==> src/rtl/ttt_pkg.sv <==
// Shared definitions for the tic-tac-toe computer opponent: cell codes,
// line table, fallback order and FSM state encoding.
package ttt_pkg;

  typedef enum logic [1:0] {
    CELL_EMPTY    = 2'b00,
    CELL_PLAYER   = 2'b01,
    CELL_COMPUTER = 2'b10,
    CELL_BLOCKED  = 2'b11
  } cell_e;

  typedef enum logic [7:0] {
    S_WAIT_PLAYER = 8'b0000_0001,
    S_OPEN        = 8'b0000_0010,
    S_SETTLE      = 8'b0000_0100,
    S_SCAN_WIN    = 8'b0000_1000,
    S_SCAN_BLOCK  = 8'b0001_0000,
    S_PICK        = 8'b0010_0000,
    S_ISSUE       = 8'b0100_0000,
    S_GAME_OVER   = 8'b1000_0000
  } state_e;

  // Cell address (1..9) of position pos (0..2) within line idx.
  function automatic logic [3:0] line_cell(input logic [2:0] idx, input logic [1:0] pos);
    logic [11:0] l;
    case (idx)
      3'd0:    l = {4'd1, 4'd2, 4'd3};
      3'd1:    l = {4'd4, 4'd5, 4'd6};
      3'd2:    l = {4'd7, 4'd8, 4'd9};
      3'd3:    l = {4'd1, 4'd4, 4'd7};
      3'd4:    l = {4'd2, 4'd5, 4'd8};
      3'd5:    l = {4'd3, 4'd6, 4'd9};
      3'd6:    l = {4'd1, 4'd5, 4'd9};
      default: l = {4'd3, 4'd5, 4'd7};
    endcase
    case (pos)
      2'd0:    return l[11:8];
      2'd1:    return l[7:4];
      default: return l[3:0];
    endcase
  endfunction

  // Fallback priority: centre, corners, then edges.
  function automatic logic [3:0] pick_cell(input int i);
    case (i)
      0:       return 4'd5;
      1:       return 4'd1;
      2:       return 4'd3;
      3:       return 4'd7;
      4:       return 4'd9;
      5:       return 4'd2;
      6:       return 4'd4;
      7:       return 4'd6;
      default: return 4'd8;
    endcase
  endfunction

endpackage

==> src/rtl/ttt_line_eval.sv <==
// Evaluates one board line: hit when two cells belong to `side` and the
// third is empty; empty_idx names the free position.
module ttt_line_eval
  import ttt_pkg::*;
(
  input  cell_e       c0,
  input  cell_e       c1,
  input  cell_e       c2,
  input  cell_e       side,
  output logic        hit,
  output logic [1:0]  empty_idx
);

  logic [1:0] n_side;
  logic [1:0] n_empty;

  always_comb begin
    n_side  = 2'(c0 == side) + 2'(c1 == side) + 2'(c2 == side);
    n_empty = 2'(c0 == CELL_EMPTY) + 2'(c1 == CELL_EMPTY) + 2'(c2 == CELL_EMPTY);
    hit     = (n_side == 2'd2) && (n_empty == 2'd1);
    if (c0 == CELL_EMPTY)      empty_idx = 2'd0;
    else if (c1 == CELL_EMPTY) empty_idx = 2'd1;
    else                       empty_idx = 2'd2;
  end

endmodule

==> src/rtl/ttt_computer_player.sv <==
// Computer opponent: after each accepted player move it scans the lines for
// a win, then a block, then falls back to a fixed positional order.
module ttt_computer_player
  import ttt_pkg::*;
#(
  parameter bit         COMPUTER_FIRST = 1'b0,
  parameter logic [3:0] FIRST_ADDR     = 4'd5
) (
  input  logic       clk,
  input  logic       rstn,
  input  logic       player_move,
  input  logic       illegal_move,
  input  logic       win,
  input  logic       draw,
  input  logic [1:0] pos_led1,
  input  logic [1:0] pos_led2,
  input  logic [1:0] pos_led3,
  input  logic [1:0] pos_led4,
  input  logic [1:0] pos_led5,
  input  logic [1:0] pos_led6,
  input  logic [1:0] pos_led7,
  input  logic [1:0] pos_led8,
  input  logic [1:0] pos_led9,
  output logic       computer_move,
  output logic [3:0] computer_adderss,
  output logic       busy
);

  localparam state_e RST_STATE = COMPUTER_FIRST ? S_OPEN : S_WAIT_PLAYER;

  state_e     state_q, state_d;
  logic [2:0] line_idx_q, line_idx_d;
  logic       move_q, move_d;
  logic [3:0] addr_q, addr_d;

  cell_e      board [16];
  cell_e      side, c0, c1, c2;
  logic       hit;
  logic [1:0] empty_idx;
  logic [3:0] hit_addr, pick_addr, target;
  logic       pick_found;

  // Unused address slots read as occupied so they can never be chosen.
  always_comb begin
    for (int i = 0; i < 16; i++) board[i] = CELL_BLOCKED;
    board[1] = cell_e'(pos_led1);
    board[2] = cell_e'(pos_led2);
    board[3] = cell_e'(pos_led3);
    board[4] = cell_e'(pos_led4);
    board[5] = cell_e'(pos_led5);
    board[6] = cell_e'(pos_led6);
    board[7] = cell_e'(pos_led7);
    board[8] = cell_e'(pos_led8);
    board[9] = cell_e'(pos_led9);
  end

  assign side     = (state_q == S_SCAN_WIN) ? CELL_COMPUTER : CELL_PLAYER;
  assign c0       = board[line_cell(line_idx_q, 2'd0)];
  assign c1       = board[line_cell(line_idx_q, 2'd1)];
  assign c2       = board[line_cell(line_idx_q, 2'd2)];
  assign hit_addr = line_cell(line_idx_q, empty_idx);

  ttt_line_eval u_line_eval (
    .c0        (c0),
    .c1        (c1),
    .c2        (c2),
    .side      (side),
    .hit       (hit),
    .empty_idx (empty_idx)
  );

  // Walk the order backwards so the highest-priority empty cell wins.
  always_comb begin
    pick_addr  = 4'd0;
    pick_found = 1'b0;
    for (int i = 8; i >= 0; i--) begin
      if (board[pick_cell(i)] == CELL_EMPTY) begin
        pick_addr  = pick_cell(i);
        pick_found = 1'b1;
      end
    end
  end

  always_comb begin
    state_d    = state_q;
    line_idx_d = line_idx_q;
    addr_d     = addr_q;
    target     = addr_q;
    case (state_q)
      S_WAIT_PLAYER: if (player_move) state_d = S_SETTLE;
      S_OPEN: begin
        target  = FIRST_ADDR;
        state_d = S_ISSUE;
      end
      S_SETTLE: begin
        if (illegal_move) state_d = S_WAIT_PLAYER;
        else begin
          line_idx_d = 3'd0;
          state_d    = S_SCAN_WIN;
        end
      end
      S_SCAN_WIN, S_SCAN_BLOCK: begin
        if (hit) begin
          target  = hit_addr;
          state_d = S_ISSUE;
        end else begin
          line_idx_d = line_idx_q + 3'd1;
          if (line_idx_q == 3'd7)
            state_d = (state_q == S_SCAN_WIN) ? S_SCAN_BLOCK : S_PICK;
        end
      end
      S_PICK: begin
        target  = pick_addr;
        state_d = pick_found ? S_ISSUE : S_GAME_OVER;
      end
      S_ISSUE:     state_d = S_WAIT_PLAYER;
      S_GAME_OVER: state_d = S_GAME_OVER;
      default:     state_d = S_GAME_OVER;
    endcase
    // Game end overrides everything except a strobe already in flight.
    if ((win || draw) && state_q != S_ISSUE) state_d = S_GAME_OVER;
    move_d = (state_d == S_ISSUE);
    if (move_d) addr_d = target;
  end

  always_ff @(posedge clk or negedge rstn) begin
    if (!rstn) begin
      state_q    <= RST_STATE;
      line_idx_q <= 3'd0;
      move_q     <= 1'b0;
      addr_q     <= 4'd0;
    end else begin
      state_q    <= state_d;
      line_idx_q <= line_idx_d;
      move_q     <= move_d;
      addr_q     <= addr_d;
    end
  end

  assign computer_move    = move_q;
  assign computer_adderss = addr_q;
  assign busy = (state_q == S_SETTLE) || (state_q == S_SCAN_WIN) ||
                (state_q == S_SCAN_BLOCK) || (state_q == S_PICK) ||
                (state_q == S_ISSUE);

endmodule
==> config.mk <==
export PLATFORM = sky130hd
export DESIGN_NAME = ttt_computer_player
export DESIGN_NICKNAME = d
export VERILOG_FILES = /design/src/rtl/ttt_pkg.sv /design/src/rtl/ttt_line_eval.sv /design/src/rtl/ttt_computer_player.sv
export SDC_FILE = /design/constraint.sdc
export NUM_CORES = 1
export LEC_CHECK = 0
export BUFFER_PORTS_ARGS = -buffer_cell sky130_fd_sc_hd__buf_2
export CAP_MARGIN = 20
export CORE_UTILIZATION = 60
export DETAILED_ROUTE_END_ITERATION = 7
export GPL_TIMING_DRIVEN = 0
export PLACE_DENSITY = 0.92
export SKIP_LAST_GASP = 1
export SYNTH_ARGS = -nofsm -noshare
export SYNTH_HDL_FRONTEND = slang
export SYNTH_SLANG_ARGS = --single-unit
export TNS_END_PERCENT = 1
==> constraint.sdc <==
create_clock -name clk -period 7.8 [get_ports clk]
set_input_delay 0 -clock clk [delete_from_list [all_inputs] [get_ports clk]]
set_output_delay 0 -clock clk [all_outputs]
set_load 0.005 [all_outputs]
==> out/qor.yml, run 1 <==
io_buffers: 29
grt_usage: 0.326
synth_area_leaders: "dfrtp_1 (18%), mux2i_1 (6.4%), nor2_1 (5.4%), ha_1 (3.7%), nand2_1 (3.5%)"
routed_wl_um: 5360
chipHeight_um: 60.2
drt_iter0_drc: 244
synth_fp_nets: 290
drv_slew: 0
crit_fanout: 10
dpl_cell_area_sq_um: 2230
num_vias: 2181
cts_buffer_depth: 2
layout_min_cycle_time_ns: 5.48
cts_max_level: 1
finalSetupTns_ns: 0
avgSynthCellArea_sq_um: 7.89
topRoutingLayerUsed: "met4"
cts-root-buf: "clkbuf_4"
drc: 0
grt_pass1_vias: 1955
cap_violations: 0
crit_path_start_kind: "register"
status: "completed"
grt_start_max_net_pins: 17
power.leakage_nw: 0.954
cts_tree: "done"
postCtsHoldBufs: 2
antenna_found_initial: 0
vdd_drop_max_mv: 0.0864
ys_ff_latch: 16
r2r-start: "line_idx_q[2]"
clk-insertion-delay-late_ns: 0.29
via_per_inst: 6.47
numCtsBuffers: 3
crit_path_end_kind: "register"
synth_cell_type_count: 66
slew_headroom: 0.500
die_width_um: 60.2
critPathMaxStageDelay_ns: 0.47
row_count: 20
post-place-cells: 331
synth-main-ff-cell: "dfrtp_1"
path_class: "register to register"
worst_pin_slew_ns: 0.749
async_reset_ff_frac: 1.00
cpMaxStageDelayCell: "mux4_2"
synthCells: 258
yosys.area.top_type: "dfrtp_1"
path_clk_slew_ns: 0.10
routedWlPerCell_um: 15.9
cts_sinks: 16
final-hold-violation-count: 0
antenna_cells: 0
drt-pass1-iter-count: 5
dieArea_sq_um: 3630
hp-start: "illegal_move"
wl_met1_um: 2410
wl_met3_um: 473
dp_slack_ns: 2.47
path_buf_inv: 6
synth_warnings: 0
max_freq_ghz: 0.183
initial_core_util: 0.650
post_cts_buffers: 0
grt_pass1_wl_um: 8940
worstPathArrival_ns: 5.65
setup_violations: 0
drive_gt1_frac: 0.201
holdWs_ns: 0.00551
yosys.cell_count.top_type: "nor2_1"
r2r_setup_slack_ns: 2.32
reg2regPathDepth: 20
globalplace.congestion: 0.947
ant_nets: 0
hold_path_class: "input pin to register"
finalCritPeriodShare: 0.702
cpLargestDelayFamily: "compound AO/OA/AOI/OAI gates"
synth_top_area_share: 0.185
yosys-top-cells-count: "nor2_1 (29), nand2_1 (19), dfrtp_1 (15)"
stdcell_area_sq_um: 2290
yosysSeqAreaShare: 0.197
wl_met2_um: 2400
ios: 30
p_per_area_nw_per_um2: 87.0
hold_depth: 3
nNetsFinal: 326
post-dp-hpwl_um: 4290
min_to: "state_q[0]"
clock_skew_ns: 0.00899
synth_edf_count: 0
grt_overflow_total: 0
netlist_area_sq_um: 2030
worst_slack_ns: 2.32
cts_resized: 0
rsz0062_at_grt: "false"
reg2reg_to: "computer_adderss[1]"
worstPathRequired_ns: 7.98
cp_cell_sequence: "buf_2, buf_2, inv_1, ha_1, or3_1, clkbuf_1, a22o_1, a211oi_1, nor2_1, o21a_1, mux4_2, fa_1, nor4bb_1, clkbuf_1, inv_1, o22ai_1, o22ai_1, nor3b_1, a32o_1, nor3_1"
core_area_sq_um: 3130
layoutNonFillerInstCount: 337
area.growth.synth_to_final_pct: 12.6
==> tightest hold or removal path, cell delays in order <==
cell	delay [ns]
buf_2	0.10
nand2_1	0.10
a31oi_1	0.09
==> cell type report <==
| cell class | count | area, sq um |
|---|---|---|
| Timing Repair Buffer | 31 | 165 |
| Inverter | 13 | 48.8 |
| Fill cell | 250 | 837 |
| Clock buffer | 4 | 36.3 |
| Multi-Input combinational cell | 214 | 1500 |
| Tap cell | 44 | 55.1 |
| Buffer | 15 | 81.3 |
| Sequential cell | 16 | 402 |
==> sequential cells by signal (all words and copies together) (netlist names) <==
| register | cells |
|---|---|
| line_idx_q | 3 |
| state_q | 8 |
| computer_adderss | 4 |
| computer_move | 1 |
==> metrics by stage <==
step | utilization | power [mW]
2_1_floorplan | - | 0.123
3_3_place_gp | 0.714 | 0.142
3_5_place_dp | 0.714 | 0.144
4_1_cts | 0.732 | 0.198
5_1_grt | 0.732 | 0.209
6_report | 0.732 | 0.199
==> routing by layer <==
metal | global-route usage | vias up
li1 | - | 1053
met1 | 0.470 | 996
met2 | 0.505 | 120
met3 | 0.0649 | 12
met4 | 0.0532 | 0
met5 | 0 | -
==> logic make-up after synthesis <==
family	count (synthesis)	synth area share
adders and majority gates	8	0.0566
xor gates and xnor gates	3	0.0129
and+or+nand+nor	107	0.295
other	1	0.00184
DFF	16	0.197
AOI/OAI and AO/OA	77	0.264
muxes	18	0.108
buffers and inverters	28	0.0640
==> power breakdown <==
part	internal (mW)	total, mW	switching (mW)
Sequential	0.0839	0.0848	0.000951
Combinational	0.0257	0.0598	0.0341
Clock	0.0285	0.0547	0.0262
Total	0.138	0.199	0.0613
==> layout by cell type (no fill, tap or decap), drive strengths merged, types with 4 or more instances in the layout <==
cell type,instances
a211oi,5
a21oi,13
a221oi,7
a22oi,5
a31oi,4
buf,36
clkbuf,12
dfrtp,15
ha,6
inv,13
mux2i,14
nand2,19
nand2b,4
nand3b,5
nor2,30
nor2b,4
nor3,11
nor4,4
o21ai,14
o22ai,5
or2,4
or3,4
==> worst max path at each step <==
stage	cells past startpoint	startpoint	endpoint
2_1_floorplan	20	line_idx_q[2]	computer_adderss[1]
3_3_place_gp	20	line_idx_q[2]	computer_adderss[1]
3_5_place_dp	20	line_idx_q[2]	computer_adderss[1]
4_1_cts	20	line_idx_q[2]	computer_adderss[1]
5_1_grt	20	line_idx_q[2]	computer_adderss[1]
6_report	20	line_idx_q[2]	computer_adderss[1]
Power figures use the tool's default switching activity.
==> run 2, diff against run 1 <==
- CORE_UTILIZATION: 60 -> 52
- PLACE_DENSITY: 0.92 -> 0.86
- clock period: 7.8 -> 4.8 ns (I/O delays scaled with it)
==> run 2 against run 1 <==
Core utilization decreased by 2.6 points. Clock skew down 0.0033 ns. Non-clock buffer count is 10 higher. Largest power group unchanged.
==> out/qor.yml, run 2 (synthesis gave the netlist of run 1 again) <==
worstPathRequired_ns: 4.94
worstPathArrival_ns: 4.81
io_buffers: 29
p_per_area_nw_per_um2: 143
max_freq_ghz: 0.214
initial_core_util: 0.547
clock_skew_ns: 0.00567
die_width_um: 64.6
cts_sinks: 16
setup_violations: 0
min_to: "state_q[0]"
globalplace.congestion: 0.999
drt_iter0_drc: 297
grt_overflow_total: 0
antenna_cells: 0
nNetsFinal: 336
r2r_setup_slack_ns: 0.12
status: "completed"
hp-start: "illegal_move"
power.leakage_nw: 1.07
area.growth.synth_to_final_pct: 29.0
cts_buffer_depth: 2
crit_fanout: 8
cts_tree: "done"
reg2reg_to: "computer_adderss[1]"
antenna_found_initial: 0
post-dp-hpwl_um: 4250
dp_slack_ns: -0.461
drt-pass1-iter-count: 5
reg2regPathDepth: 19
cts_max_level: 1
row_count: 22
holdWs_ns: 0.0517
vdd_drop_max_mv: 0.165
routedWlPerCell_um: 17.4
largest_reg_flops: 8
crit_path_start_kind: "register"
num_vias: 2314
clk-insertion-delay-late_ns: 0.25
drv_slew: 0
worst_pin_slew_ns: 0.595
via_per_inst: 6.59
core_area_sq_um: 3720
final-hold-violation-count: 0
final_common_cell: "buf_2"
chipHeight_um: 64.6
hold_path_class: "input pin to register"
layout_common_cells: "buf_2 (29), nor2_1 (27), nand2_1 (19)"
layout_min_cycle_time_ns: 4.68
drc: 0
hold_depth: 3
grt_pass1_vias: 1950
routed_wl_um: 6100
crit_path_end_kind: "register"
ant_nets: 0
grt_pass1_wl_um: 9200
ios: 30
worst_slack_ns: 0.125
grt_start_max_net_pins: 17
dieArea_sq_um: 4170
path_class: "register to register"
r2r-start: "line_idx_q[0]"
slew_headroom: 0.600
grt_usage: 0.283
path_clk_slew_ns: 0.07
cap_violations: 0
largest_register: "state_q"
cts-root-buf: "clkbuf_8"
drive_gt1_frac: 0.330
finalCritPeriodShare: 0.974
numCtsBuffers: 3
-- run 2: changes by cell type in the layout (fill, tap and decap cells not counted), moves of 4 or more --
cell	previous run	this run
buf_4	1	14
buf_6	2	7
a211oi_1	5	0
clkbuf_1	7	3
buf_2	33	29
-- run 2: routing by layer --
layer	vias to the layer above	part of all wire	wire, um	global-route usage
li1	1073	-	-	-
met1	1089	0.42	2580	0.396
met2	129	0.48	2900	0.455
met3	23	0.075	457	0.0458
met4	0	0.027	166	0.0667
met5	-	0	0	0
-- run 2: how the worst max path moves through the flow --
stage,start,end,slack [ns],cells past startpoint
after global routing,line_idx_q[0],computer_adderss[1],-0.04,19
after CTS,line_idx_q[0],computer_adderss[1],0.005,20
after floorplan,line_idx_q[2],computer_adderss[1],0.18,20
final,line_idx_q[0],computer_adderss[1],0.12,19
after detailed placement,line_idx_q[2],computer_adderss[1],-0.46,20
after global placement,line_idx_q[2],computer_adderss[1],-0.48,20
-- run 2: power breakdown --
group	internal (mW)	switching [mW]	total [mW]	leakage, nW
sequential	0.137	0.00170	0.138	0.191
combinational	0.0527	0.0639	0.117	0.855
clock	0.0728	0.0472	0.120	0.0288
total	0.262	0.113	0.375	1.07
-- run 2: critical path, cell delays in order, from the launching register on --
cell and delay [ns]:
dfrtp_1 0.41, buf_6 0.16, inv_2 0.06, ha_1 0.20
buf_6 0.14, or3_4 0.44, a22o_4 0.30, a211oi_4 0.28
nor2_1 0.10, o21a_1 0.12, mux4_2 0.49, fa_1 0.49
nor4bb_2 0.32, buf_4 0.18, inv_1 0.10, o22ai_4 0.22
o22ai_4 0.13, nand4b_1 0.21, a21oi_1 0.15, nor3_1 0.06
-- run 2: what timing repair did --
item                                    in CTS  in global routing
hold buffers                                 2                  0
gates resized for setup                     17                 35
endpoints found under the hold margin       17                  0
endpoints found under the setup margin       6                  6
buffers inserted                             1                 12
pin swaps                                    1                  7
-- run 2: stage by stage --
stage	power, mW	cells	utilization	TNS, ns	area, sq um
final	0.375	351	0.706	0	2620
after global routing	0.395	351	0.706	-0.0488	2620
after CTS	0.361	340	0.643	0	2390
after detailed placement	0.235	335	0.603	-1.80	2240
after global placement	0.231	335	0.603	-1.86	2240
after floorplan	0.200	258	-	0	2030
-- run 2: layout make-up --
type,count,area (sq um)
plain buffers,12,103
multi-input cells,214,1690
fillers,289,1090
inverters,13,48.8
repair buffers,44,263
flip-flops and latches,16,403
well taps,48,60.1
clock buffers,4,55.1
==> run 3, diff against run 2 <==
- PLACE_DENSITY: 0.86 -> 0.79
==> run 3 against run 2 <==
Via count decreased by 1.8%. Sequential cell count unchanged. Power decreased by 0.41%. Clock-buffer cell count unchanged. Combinational power about the same.
==> out/qor.yml, run 3 (synthesis gave the netlist of run 1 again) <==
status: "completed"
worstPathArrival_ns: 4.85
max_freq_ghz: 0.214
drt_iter0_drc: 253
cts-root-buf: "clkbuf_8"
nNetsFinal: 336
p_switching_uw: 112
core_area_sq_um: 3720
num_vias: 2272
cpMaxStageDelayCell: "fa_1"
finalSetupTns_ns: 0
crit_fanout: 10
seqPwrFrac: 0.370
post-dp-hpwl_um: 4270
row_count: 22
layout_common_cells: "buf_2 (29), nor2_1 (28), nand2_1 (19)"
cp_cell_sequence: "buf_6, inv_2, ha_1, buf_6, or3_4, a22o_4, a211oi_2, nor2_1, o21a_1, mux4_2, fa_1, nor4bb_2, buf_4, inv_1, o22ai_2, nor2_1, a21oi_2, nor2_1, nor3_1"
ios: 30
power_uw: 373
path_clk_slew_ns: 0.07
path_buf_inv: 5
worstPathRequired_ns: 4.97
grt_pass1_vias: 1931
power.leakage_nw: 1.08
grt_pass1_wl_um: 9050
drt-pass1-iter-count: 6
initial_core_util: 0.547
io_buffers: 29
area.growth.synth_to_final_pct: 26.6
dieArea_sq_um: 4170
largest_reg_flops: 8
p_int_uw: 261
combinationalPowerShare: 0.307
cts_tree: "done"
crit_path_end_kind: "register"
grt_usage: 0.280
vdd_drop_max_mv: 0.177
final-hold-violation-count: 0
chipHeight_um: 64.6
globalplace.congestion: 0.988
largest_register: "state_q"
path_common_cell: "nor2_1"
cap_violations: 0
p_per_area_nw_per_um2: 145
clk-insertion-delay-late_ns: 0.25
drive_gt1_frac: 0.323
path_class: "register to register"
slew_headroom: 0.631
cts_sinks: 16
final_util: 0.693
finalCritPeriodShare: 0.975
ant_nets: 0
final_common_cell: "buf_2"
worst_pin_slew_ns: 0.548
clock_skew_ns: 0.00314
sw_frac_of_total: 0.300
crit_path_start_kind: "register"
layout_min_cycle_time_ns: 4.68
post-place-cells: 335
cpLargestDelayFamily: "simple AND/OR/NAND/NOR gates"
grt_start_max_net_pins: 17
die_width_um: 64.6
drc: 0
layoutNonFillerInstCount: 351
holdWs_ns: 0.0608
antenna_cells: 0
critPathMaxStageDelay_ns: 0.49
routed_wl_um: 5870
cts_max_level: 1
cts_buffer_depth: 2
numCtsBuffers: 3
routedWlPerCell_um: 16.7
drv_slew: 0
via_per_inst: 6.47
antenna_found_initial: 0
hold_path_class: "input pin to register"
grt_overflow_total: 0
clkPwrFrac: 0.323
setup_violations: 0
## run 3: per-stage QoR
step,area [sq um],setup WS (ns)
after floorplan,2030,0.182
after detailed placement,2240,-0.503
final,2570,0.119
after global routing,2570,-0.0594
after global placement,2240,-0.512
after CTS,2390,0.00933
## run 3: timing repair
action / 4_1_cts / 5_1_grt
buffers inserted: 1 / 12
pin swaps: 1 / 6
setup endpoints to repair: 6 / 5
endpoints found under the hold margin: 17 / 0
hold buffers: 2 / 0
resized for setup: 18 / 23
## run 3: worst min-delay path, delay by kind of cell
family,cells,cell delay (ns)
compound gates,1,0.10
simple gates,1,0.10
buf+inv,1,0.11
## run 3: area by class of cell
type	instances	area [sq um]
Sequential cell	16	403
Timing Repair Buffer	44	263
Tap cell	48	60.1
Multi-Input combinational cell	214	1650
Inverter	13	48.8
Buffer	12	95.1
Clock buffer	4	55.1
Fill cell	301	1140
## run 3: layer usage
layer | track usage | wire, um
met5 | 0 | 0
met1 | 0.385 | 2580
met2 | 0.454 | 2710
met4 | 0.0833 | 212
met3 | 0.0405 | 366
## run 3: power groups by stage
stage          registers (mW)  clock network, mW  logic, mW
5_1_grt                 0.138              0.128      0.124
3_3_place_gp            0.140                  0     0.0915
2_1_floorplan           0.140                  0     0.0601
4_1_cts                 0.138              0.120      0.102
6_report                0.138              0.121      0.115
3_5_place_dp            0.140                  0     0.0937
## run 3: worst paths after layout
| kind | start | to | slack, ns | depth (start not counted) |
|---|---|---|---|---|
| setup / recovery | line_idx_q[0] | computer_adderss[1] | 0.12 | 19 |
| hold / removal | illegal_move | state_q[0] | 0.06 | 3 |
| setup reg to reg | line_idx_q[0] | computer_adderss[1] | 0.12 | 19 |
| hold reg to reg | computer_adderss[3] | computer_adderss[3] | 0.55 | 2 |
| max in group asynchronous | rstn | state_q[0] | 4.29 | 2 |
| min in group asynchronous | rstn | computer_adderss[3] | 0.21 | 2 |
